--- config.mk ---
export PLATFORM = sky130hd
export DESIGN_NAME = frog_controller
export DESIGN_NICKNAME = d
export VERILOG_FILES = /design/src/rtl/frog_controller.sv
export SDC_FILE = /design/constraint.sdc
export NUM_CORES = 1
export LEC_CHECK = 0
export ABC_CLOCK_PERIOD_IN_PS = 3800
export CAP_MARGIN = 5
export CORE_MARGIN = 4
export CORE_UTILIZATION = 45
export CTS_CLUSTER_SIZE = 14
export DETAILED_ROUTE_END_ITERATION = 6
export DONT_BUFFER_PORTS = 1
export PLACE_DENSITY = 0.71
export SLEW_MARGIN = 5
export SYNTH_ARGS = -nofsm -noshare
export SYNTH_HDL_FRONTEND = slang
export SYNTH_SLANG_ARGS = --single-unit
--- constraint.sdc ---
create_clock -name clk -period 3.8 [get_ports clk]
set_clock_uncertainty 0.1 [all_clocks]
set_input_delay 0.38 -clock clk [delete_from_list [all_inputs] [get_ports clk]]
set_output_delay 0.38 -clock clk [all_outputs]
set_load 0.005 [all_outputs]
--- src/rtl/frog_controller.sv ---
`default_nettype none
// ============================================================================
// Module   : frog_controller
// Purpose  : Debounces four buttons, queues one move and animates frog hops,
//            death and respawn, all committed on the frame tick.
// Revision : 1.0 - initial release
// ============================================================================
module frog_controller #(
    parameter int START_X         = 304,
    parameter int START_Y         = 448,
    parameter int MAX_X           = 608,
    parameter int MAX_Y           = 448,
    parameter int HOP_PX          = 32,
    parameter int STEP_PX         = 4,
    parameter int DEBOUNCE_CYCLES = 250000,
    parameter int RESPAWN_FRAMES  = 60
) (
    input  logic       clk,
    input  logic       rst_n,
    input  logic       btn_up,
    input  logic       btn_down,
    input  logic       btn_left,
    input  logic       btn_right,
    input  logic       frame_tick,
    input  logic       collision,
    output logic [9:0] frog_x,
    output logic [9:0] frog_y,
    output logic [1:0] direction,
    output logic       moving,
    output logic       dead
);

    localparam int c_hop_steps = HOP_PX / STEP_PX;
    localparam int c_db_w      = $clog2(DEBOUNCE_CYCLES + 1);
    localparam int c_step_w    = $clog2(c_hop_steps + 1);
    localparam int c_resp_w    = $clog2(RESPAWN_FRAMES + 1);

    localparam logic [9:0]  c_start_x = 10'(START_X);
    localparam logic [9:0]  c_start_y = 10'(START_Y);
    localparam logic [10:0] c_max_x   = 11'(MAX_X);
    localparam logic [10:0] c_max_y   = 11'(MAX_Y);
    localparam logic [10:0] c_hop     = 11'(HOP_PX);
    localparam logic [9:0]  c_step    = 10'(STEP_PX);

    // Encoding follows the renderer's sprite bank order.
    localparam logic [1:0] c_dir_up    = 2'd0;
    localparam logic [1:0] c_dir_left  = 2'd1;
    localparam logic [1:0] c_dir_right = 2'd2;
    localparam logic [1:0] c_dir_down  = 2'd3;

    typedef enum logic [1:0] {
        S_IDLE = 2'd0,
        S_HOP  = 2'd1,
        S_DEAD = 2'd2
    } state_t;

    state_t                r_state;
    logic [3:0]            r_sync1;
    logic [3:0]            r_sync2;
    logic [3:0]            r_deb_prev;
    logic                  r_pend_valid;
    logic [1:0]            r_pend_dir;
    logic [c_step_w-1:0]   r_step_cnt;
    logic [c_resp_w-1:0]   r_resp_cnt;

    logic [3:0]            w_btn;
    logic [3:0]            w_deb;
    logic [3:0]            w_press;
    logic                  w_press_any;
    logic [1:0]            w_press_dir;
    logic [1:0]            w_mv_dir;
    logic [10:0]           w_x11;
    logic [10:0]           w_y11;
    logic [10:0]           w_tgt;
    logic                  w_in_bounds;
    logic [9:0]            w_next_x;
    logic [9:0]            w_next_y;

    // Bit order: 0 up, 1 down, 2 left, 3 right.
    assign w_btn = {btn_right, btn_left, btn_down, btn_up};

    always_ff @(posedge clk) begin
        if (!rst_n) begin
            r_sync1    <= '0;
            r_sync2    <= '0;
            r_deb_prev <= '0;
        end else begin
            r_sync1    <= w_btn;
            r_sync2    <= r_sync1;
            r_deb_prev <= w_deb;
        end
    end

    for (genvar g = 0; g < 4; g++) begin : g_debounce
        logic [c_db_w-1:0] r_cnt;
        logic              r_level;

        always_ff @(posedge clk) begin
            if (!rst_n) begin
                r_cnt   <= '0;
                r_level <= 1'b0;
            end else if (r_sync2[g] == r_level) begin
                r_cnt <= '0;
            end else if (r_cnt == c_db_w'(DEBOUNCE_CYCLES - 1)) begin
                r_level <= r_sync2[g];
                r_cnt   <= '0;
            end else begin
                r_cnt <= r_cnt + c_db_w'(1);
            end
        end

        assign w_deb[g] = r_level;
    end

    assign w_press     = w_deb & ~r_deb_prev;
    assign w_press_any = |w_press;

    always_comb begin
        w_press_dir = c_dir_up;
        if (w_press[0]) begin
            w_press_dir = c_dir_up;
        end else if (w_press[1]) begin
            w_press_dir = c_dir_down;
        end else if (w_press[2]) begin
            w_press_dir = c_dir_left;
        end else if (w_press[3]) begin
            w_press_dir = c_dir_right;
        end
    end

    // In IDLE the queued direction drives the bounds check and first step;
    // during a hop the latched facing direction does.
    assign w_mv_dir = (r_state == S_IDLE) ? r_pend_dir : direction;
    assign w_x11    = {1'b0, frog_x};
    assign w_y11    = {1'b0, frog_y};

    always_comb begin
        w_tgt       = '0;
        w_in_bounds = 1'b0;
        w_next_x    = frog_x;
        w_next_y    = frog_y;
        case (w_mv_dir)
            c_dir_up: begin
                w_tgt       = w_y11 - c_hop;
                w_in_bounds = ~w_tgt[10];
                w_next_y    = frog_y - c_step;
            end
            c_dir_left: begin
                w_tgt       = w_x11 - c_hop;
                w_in_bounds = ~w_tgt[10];
                w_next_x    = frog_x - c_step;
            end
            c_dir_right: begin
                w_tgt       = w_x11 + c_hop;
                w_in_bounds = (w_tgt <= c_max_x);
                w_next_x    = frog_x + c_step;
            end
            default: begin
                w_tgt       = w_y11 + c_hop;
                w_in_bounds = (w_tgt <= c_max_y);
                w_next_y    = frog_y + c_step;
            end
        endcase
    end

    always_ff @(posedge clk) begin
        if (!rst_n) begin
            r_state      <= S_IDLE;
            frog_x       <= c_start_x;
            frog_y       <= c_start_y;
            direction    <= c_dir_up;
            moving       <= 1'b0;
            dead         <= 1'b0;
            r_pend_valid <= 1'b0;
            r_pend_dir   <= c_dir_up;
            r_step_cnt   <= '0;
            r_resp_cnt   <= '0;
        end else if (collision && (r_state != S_DEAD)) begin
            // Collision beats a coincident frame tick: no step is taken.
            r_state      <= S_DEAD;
            dead         <= 1'b1;
            moving       <= 1'b0;
            r_pend_valid <= 1'b0;
            r_step_cnt   <= '0;
            r_resp_cnt   <= '0;
        end else begin
            case (r_state)
                S_IDLE: begin
                    if (frame_tick && r_pend_valid) begin
                        direction    <= r_pend_dir;
                        r_pend_valid <= 1'b0;
                        if (w_in_bounds) begin
                            frog_x     <= w_next_x;
                            frog_y     <= w_next_y;
                            r_step_cnt <= c_step_w'(1);
                            if (c_hop_steps > 1) begin
                                r_state <= S_HOP;
                                moving  <= 1'b1;
                            end
                        end
                    end else if (w_press_any && !r_pend_valid) begin
                        r_pend_valid <= 1'b1;
                        r_pend_dir   <= w_press_dir;
                    end
                end
                S_HOP: begin
                    if (frame_tick) begin
                        frog_x <= w_next_x;
                        frog_y <= w_next_y;
                        if (r_step_cnt == c_step_w'(c_hop_steps - 1)) begin
                            r_state    <= S_IDLE;
                            moving     <= 1'b0;
                            r_step_cnt <= '0;
                        end else begin
                            r_step_cnt <= r_step_cnt + c_step_w'(1);
                        end
                    end
                end
                S_DEAD: begin
                    if (frame_tick) begin
                        if (r_resp_cnt == c_resp_w'(RESPAWN_FRAMES - 1)) begin
                            r_state    <= S_IDLE;
                            frog_x     <= c_start_x;
                            frog_y     <= c_start_y;
                            direction  <= c_dir_up;
                            dead       <= 1'b0;
                            r_resp_cnt <= '0;
                        end else begin
                            r_resp_cnt <= r_resp_cnt + c_resp_w'(1);
                        end
                    end
                end
                default: begin
                    r_state <= S_IDLE;
                end
            endcase
        end
    end

endmodule
`default_nettype wire

# After elaboration in Yosys (flattened, before gate mapping)
# Cells that the tools add are included.
# W data, S select, Z words.
[word_totals]
ff_bits = 127
latchBits = 0
mem_bits_rw = 0
romBits = 0
input_bits = 8
out_inout_bits = 24
word_cells = 157
memories = 0
[op_classes]
add_sub_neg = 14
multipliers = 0
n_div = 0
magnitude_cmp = 2
eq_ne = 27
shift = 0
muxes = 47
bitwise_logic = 11
n_reduce_logical = 34
[ops]
columns = ["cell", "count"]
rows = [
  ["$mux W10", 10],
  ["$add A18 B1 Y18 const B", 4],
  ["$eq A18 B18 Y1 const B", 4],
  ["$pmux W10 S3", 2],
  ["$pmux W10 S2", 2],
  ["$mux W2", 13],
  ["$add A10 B6 Y11 const B", 2],
  ["$sub A10 B6 Y11 const B", 2],
  ["$add A10 B3 Y10 const B", 2],
  ["$sub A10 B3 Y10 const B", 2],
  ["$mux W4", 4],
  ["$ne A2 B2 Y1 const B", 6],
  ["$ne A3 B3 Y1 const B", 4],
  ["$reduce_and A2 Y1", 6],
  ["$reduce_and A6 Y1", 2],
  ["$reduce_bool A2 Y1", 6],
  ["$reduce_or A3 Y1", 4],
  ["$le A11 B10 Y1 const B", 1],
  ["$le A11 B9 Y1 const B", 1],
  ["$mux W1", 10],
  ["$reduce_and A5 Y1", 2],
  ["$not A1 Y1", 9],
  ["$pmux W4 S2", 1],
  ["$reduce_and A4 Y1", 2],
  ["25 further kinds", 34],
]

# Logic depth before layout (Yosys ltp)
[logic_depth]
ltp_word = 8
mapped_depth = 11
depth_no_buf = 11

# Worst setup path after synthesis
# Ideal clock, no wire load.
[synth_timing]
path_type = "reg2reg"
start = "register r_state[0]"
end = "register frog_x[9]"
setup_time_ns = 0.074
arrival_time_ns = 2.837
required_time_ns = 3.626
path_slack_ns = 0.788
path_stages_with_launch = 12
path_buffers = 0
period_less_slack_ns = 3.012
path_cell_list = "dfxtp_1 > nor2_1 > mux2_2 > ha_1 > inv_1 > ha_1 > a21oi_1 > o211ai_1 > o41ai_1 > xnor2_1 > or3b_2 > a31oi_1"
[synth_via]
elab_chain_len = 7
elab_cells_between_ends = 23
cone_classes = "eq/ne (10); mux (7); bitwise (1); reduce/logical (5)"
[synth_lines]
columns = ["item", "line_no", "source"]
rows = [
  ["start: declaration", "57", "state_t r_state;"],
  ["start signal: assignment", "168", "r_state <= S_IDLE;"],
  ["start signal: assignment", "180", "r_state <= S_DEAD;"],
  ["start signal: assignment", "197", "r_state <= S_HOP;"],
  ["$logic_not A2 Y1", "133, 187", ""],
  ["$mux W2", "133", "assign w_mv_dir = (r_state == S_IDLE) ? r_pend_dir : direction;"],
  ["$eq A2 B2 Y1 / $eq A2 B1 Y1 (equally long branches)", "142", "case (w_mv_dir)"],
  ["$pmux W10 S2", "142", ""],
  ["$mux W10", "192", "if (w_in_bounds) begin"],
  ["$mux W10", "189", "if (frame_tick && r_pend_valid) begin"],
  ["$pmux W10 S3", "187", "case (r_state)"],
  ["end signal: assignment", "169", "frog_x <= c_start_x;"],
  ["end signal: assignment", "193", "frog_x <= w_next_x;"],
  ["end signal: assignment", "208", "frog_x <= w_next_x;"],
  ["end: declaration", "26", "output logic [9:0] frog_x,"],
]
# Parallel ways exist; a longest one is shown, timed or not. The select of a mux whose other input is x is not followed.
# A chain may end at the register's enable or synchronous reset.

# Worst setup path in the final report
# Same ends and word-level chain as after synthesis.

==> impl_metrics.toml <==
[worst_setup_path]
arrival_ns = 3.63
path_max_fanout = 13
end_kind = "register"
required_ns = 4.03
crit_path_start_kind = "register"
worstSetupPathType = "reg2reg"

[placement]
port_buffers = 0
place.gp.congestion = 0.884
place_area_sq_um = 6210
hpwl_um = 8970

[timing]
setup_viol = 0
worst_pin_slew_ns = 1.05
fmax_mhz = 294
max_slew_margin = 0.302
setup_tns_ns = 0
finalCritPeriodShare = 0.896
timing.final.crit_period_ns = 3.40
maxSlewViolCount = 0
grt_setup_unrepaired = "no"
hold_viol = 0

[drt]
routed_wl_um = 13200
vias = 5017
post_drt_wl_per_cell_um = 14.7
routed_via_density = 5.57
first_pass_iters = 5
drc = 0
drtIter0Drc = 336
ant_nets = 0

[cts]
cts_made_buffers = 17
h-tree-depth = 4
cts_tree = "done"
cts.clk_slew.worst_paths_ns = 0.05
clock_sinks = 123
root_buffer = "clkbuf_16"
clock_latency_ns = 0.41
cts.path.max_buffers = 2

[floorplanning]
initial_core_util = 0.458
die_h_um = 124
ios = 32
row_count = 42
core-area_sq_um = 13200
die_width_um = 124
die-area_sq_um = 15400

[global_routing]
grt_antenna_before_repair = 0
grt_max_degree = 27
grt_pass1_wl_um = 22800
gr-usage-all-layers = 0.184
grt.overflow.total = 0
grt_pass1_vias = 4996

[synth]
yosysMostFrequentCell = "dfxtp_1"
synth_edf_count = 0
yosys.area.top_type = "dfxtp_1"
ys_seq_area_frac = 0.406
synth_cells = 704
ys_types = 59
synthTopCellsByArea = "dfxtp_1 (41%), nor2_1 (6.9%), xor2_1 (5.9%)"
synth-warning-count = 0
yosysTopAreaCellShare = 0.406
yosys-top-cells-count = "dfxtp_1 (123), nor2_1 (112), xor2_1 (41), xnor2_1 (39), nand2_1 (35)"
netlist_area_sq_um = 6060
synth_area_per_cell_sq_um = 8.61
synthArstFlopShare = 0
ys.flop_type = "dfxtp_1"
yosys_register_bits = 123

[layout]
post-route-util = 0.525
antennaDiodeCount = 0
drive_gt1_frac = 0.0634
nNetsFinal = 747
stdcell_area_sq_um = 6960
nFillCells = 1185
syn2layout_area_growth_pct = 14.8

[pwr]
p_seq_frac = 0.407
p_clk_frac = 0.575
p_int_w = 0.00258
switchingPower_w = 0.000623
peakVddDrop_v = 0.000333
p_leak_nw = 2.34
p_sw_frac = 0.195
power_density_nw_per_um2 = 461
combPwrFrac = 0.018

[worst_hold_path]
hold_path.class = "in2reg"

[outcome]
status = "finished clean"

[run]
cap_violations = 0
[registers in the layout, indices dropped and copies added, names as in the netlist]
signal,flops
r_sync2,4
r_deb_prev,4
direction,2
r_pend_valid,1
r_state,2
moving,1
g_debounce.r_level,4
r_resp_cnt,6
dead,1
g_debounce.r_cnt,72
r_pend_dir,2
r_step_cnt,4
r_sync1,4
frog_x,8
frog_y,8
[worst max-delay path, stage by stage (launching register included)]
cell and delay [ns]:
dfxtp_1 0.41, nor2_2 0.23, mux2_2 0.39, ha_1 0.23, inv_1 0.23, ha_1 0.28, a21oi_1 0.19, o211ai_1 0.16
o41ai_1 0.35, xnor2_1 0.14, or3b_2 0.45, a31oi_1 0.16
[power by group through the flow]
stage | Combinational (W) | Clock (W) | Sequential [W]
floorplan | 0.0000438 | 0 | 0.00133
global placement | 0.0000487 | 0 | 0.00133
detailed placement | 0.0000497 | 0 | 0.00133
CTS | 0.0000581 | 0.00186 | 0.00130
global route | 0.0000651 | 0.00193 | 0.00130
finish | 0.0000583 | 0.00184 | 0.00130
[final timing paths]
kind | startpoint | to | slack, ns | depth (start not counted)
setup / recovery | r_state[0] | frog_x[9] | 0.40 | 11
hold / removal | rst_n | r_sync2[1] | 0.03 | 1
setup reg to reg | r_state[0] | frog_x[9] | 0.40 | 11
hold reg to reg | r_sync1[3] | r_sync2[3] | 0.33 | 1
[area by class of cell]
type	count	area, sq um	area share
Timing Repair Buffer	10	90.1	0.0129
Inverter	26	97.6	0.0140
Sequential cell	123	2460	0.354
Clock buffer	21	460	0.0662
Clock inverter	11	215	0.0309
Multi-Input combinational cell	534	3410	0.490
Tap cell	176	220	0.0317
[per-layer routing]
metal	global-route usage	wire length, um	vias up	part of all wire
met4	0.0671	252	0	0.019
met1	0.220	5830	2388	0.44
met2	0.307	6430	114	0.49
met5	0	0	-	0
li1	-	-	2492	-
met3	0.0640	735	23	0.055
[metrics by stage]
step                      power, W  worst slack, ns  hold slack [ns]  instances
after CTS                  0.00322            0.346           0.0297        901
final                      0.00320            0.396           0.0341        901
after global routing       0.00329           0.0855           0.0303        901
after global placement     0.00138            0.471            0.325        863
after floorplan            0.00137            0.788            0.312        707
after detailed placement   0.00138            0.355            0.323        863
[kinds of logic (layout without fill, tap and decap cells)]
family                   count (synthesis)  after routing  share of synthesized area
buffers and inverters                   50             68                     0.0341
AO/OA/AOI/OAI                          102            102                      0.110
multiplexers                             9              9                     0.0153
XOR/XNOR                                80             80                      0.116
AND/OR/NAND/NOR                        312            312                      0.260
adder cells (fa/ha/maj)                 27             27                     0.0582
flip-flops                             123            123                      0.406
other                                    1              4                   0.000619
[cell usage in the layout, fill, tap and decap left out, types with 17 or more instances in the layout]
| master | count |
|---|---|
| ha_1 | 25 |
| clkbuf_16 | 17 |
| nor2_1 | 111 |
| dfxtp_1 | 123 |
| inv_1 | 26 |
| xor2_1 | 41 |
| o21ai_0 | 24 |
| nand4_1 | 30 |
| nand3_1 | 33 |
| a21oi_1 | 34 |
| nor3_1 | 18 |
| xnor2_1 | 39 |
| nand2_1 | 35 |
[timing repair]
action	4_1_cts	5_1_grt
hold buffers	6	0
gates resized for setup	0	2
buffers inserted	0	0
hold endpoints to repair	15	0
setup endpoints to repair	0	1
No activity file was read; power rests on OpenSTA's default activity.
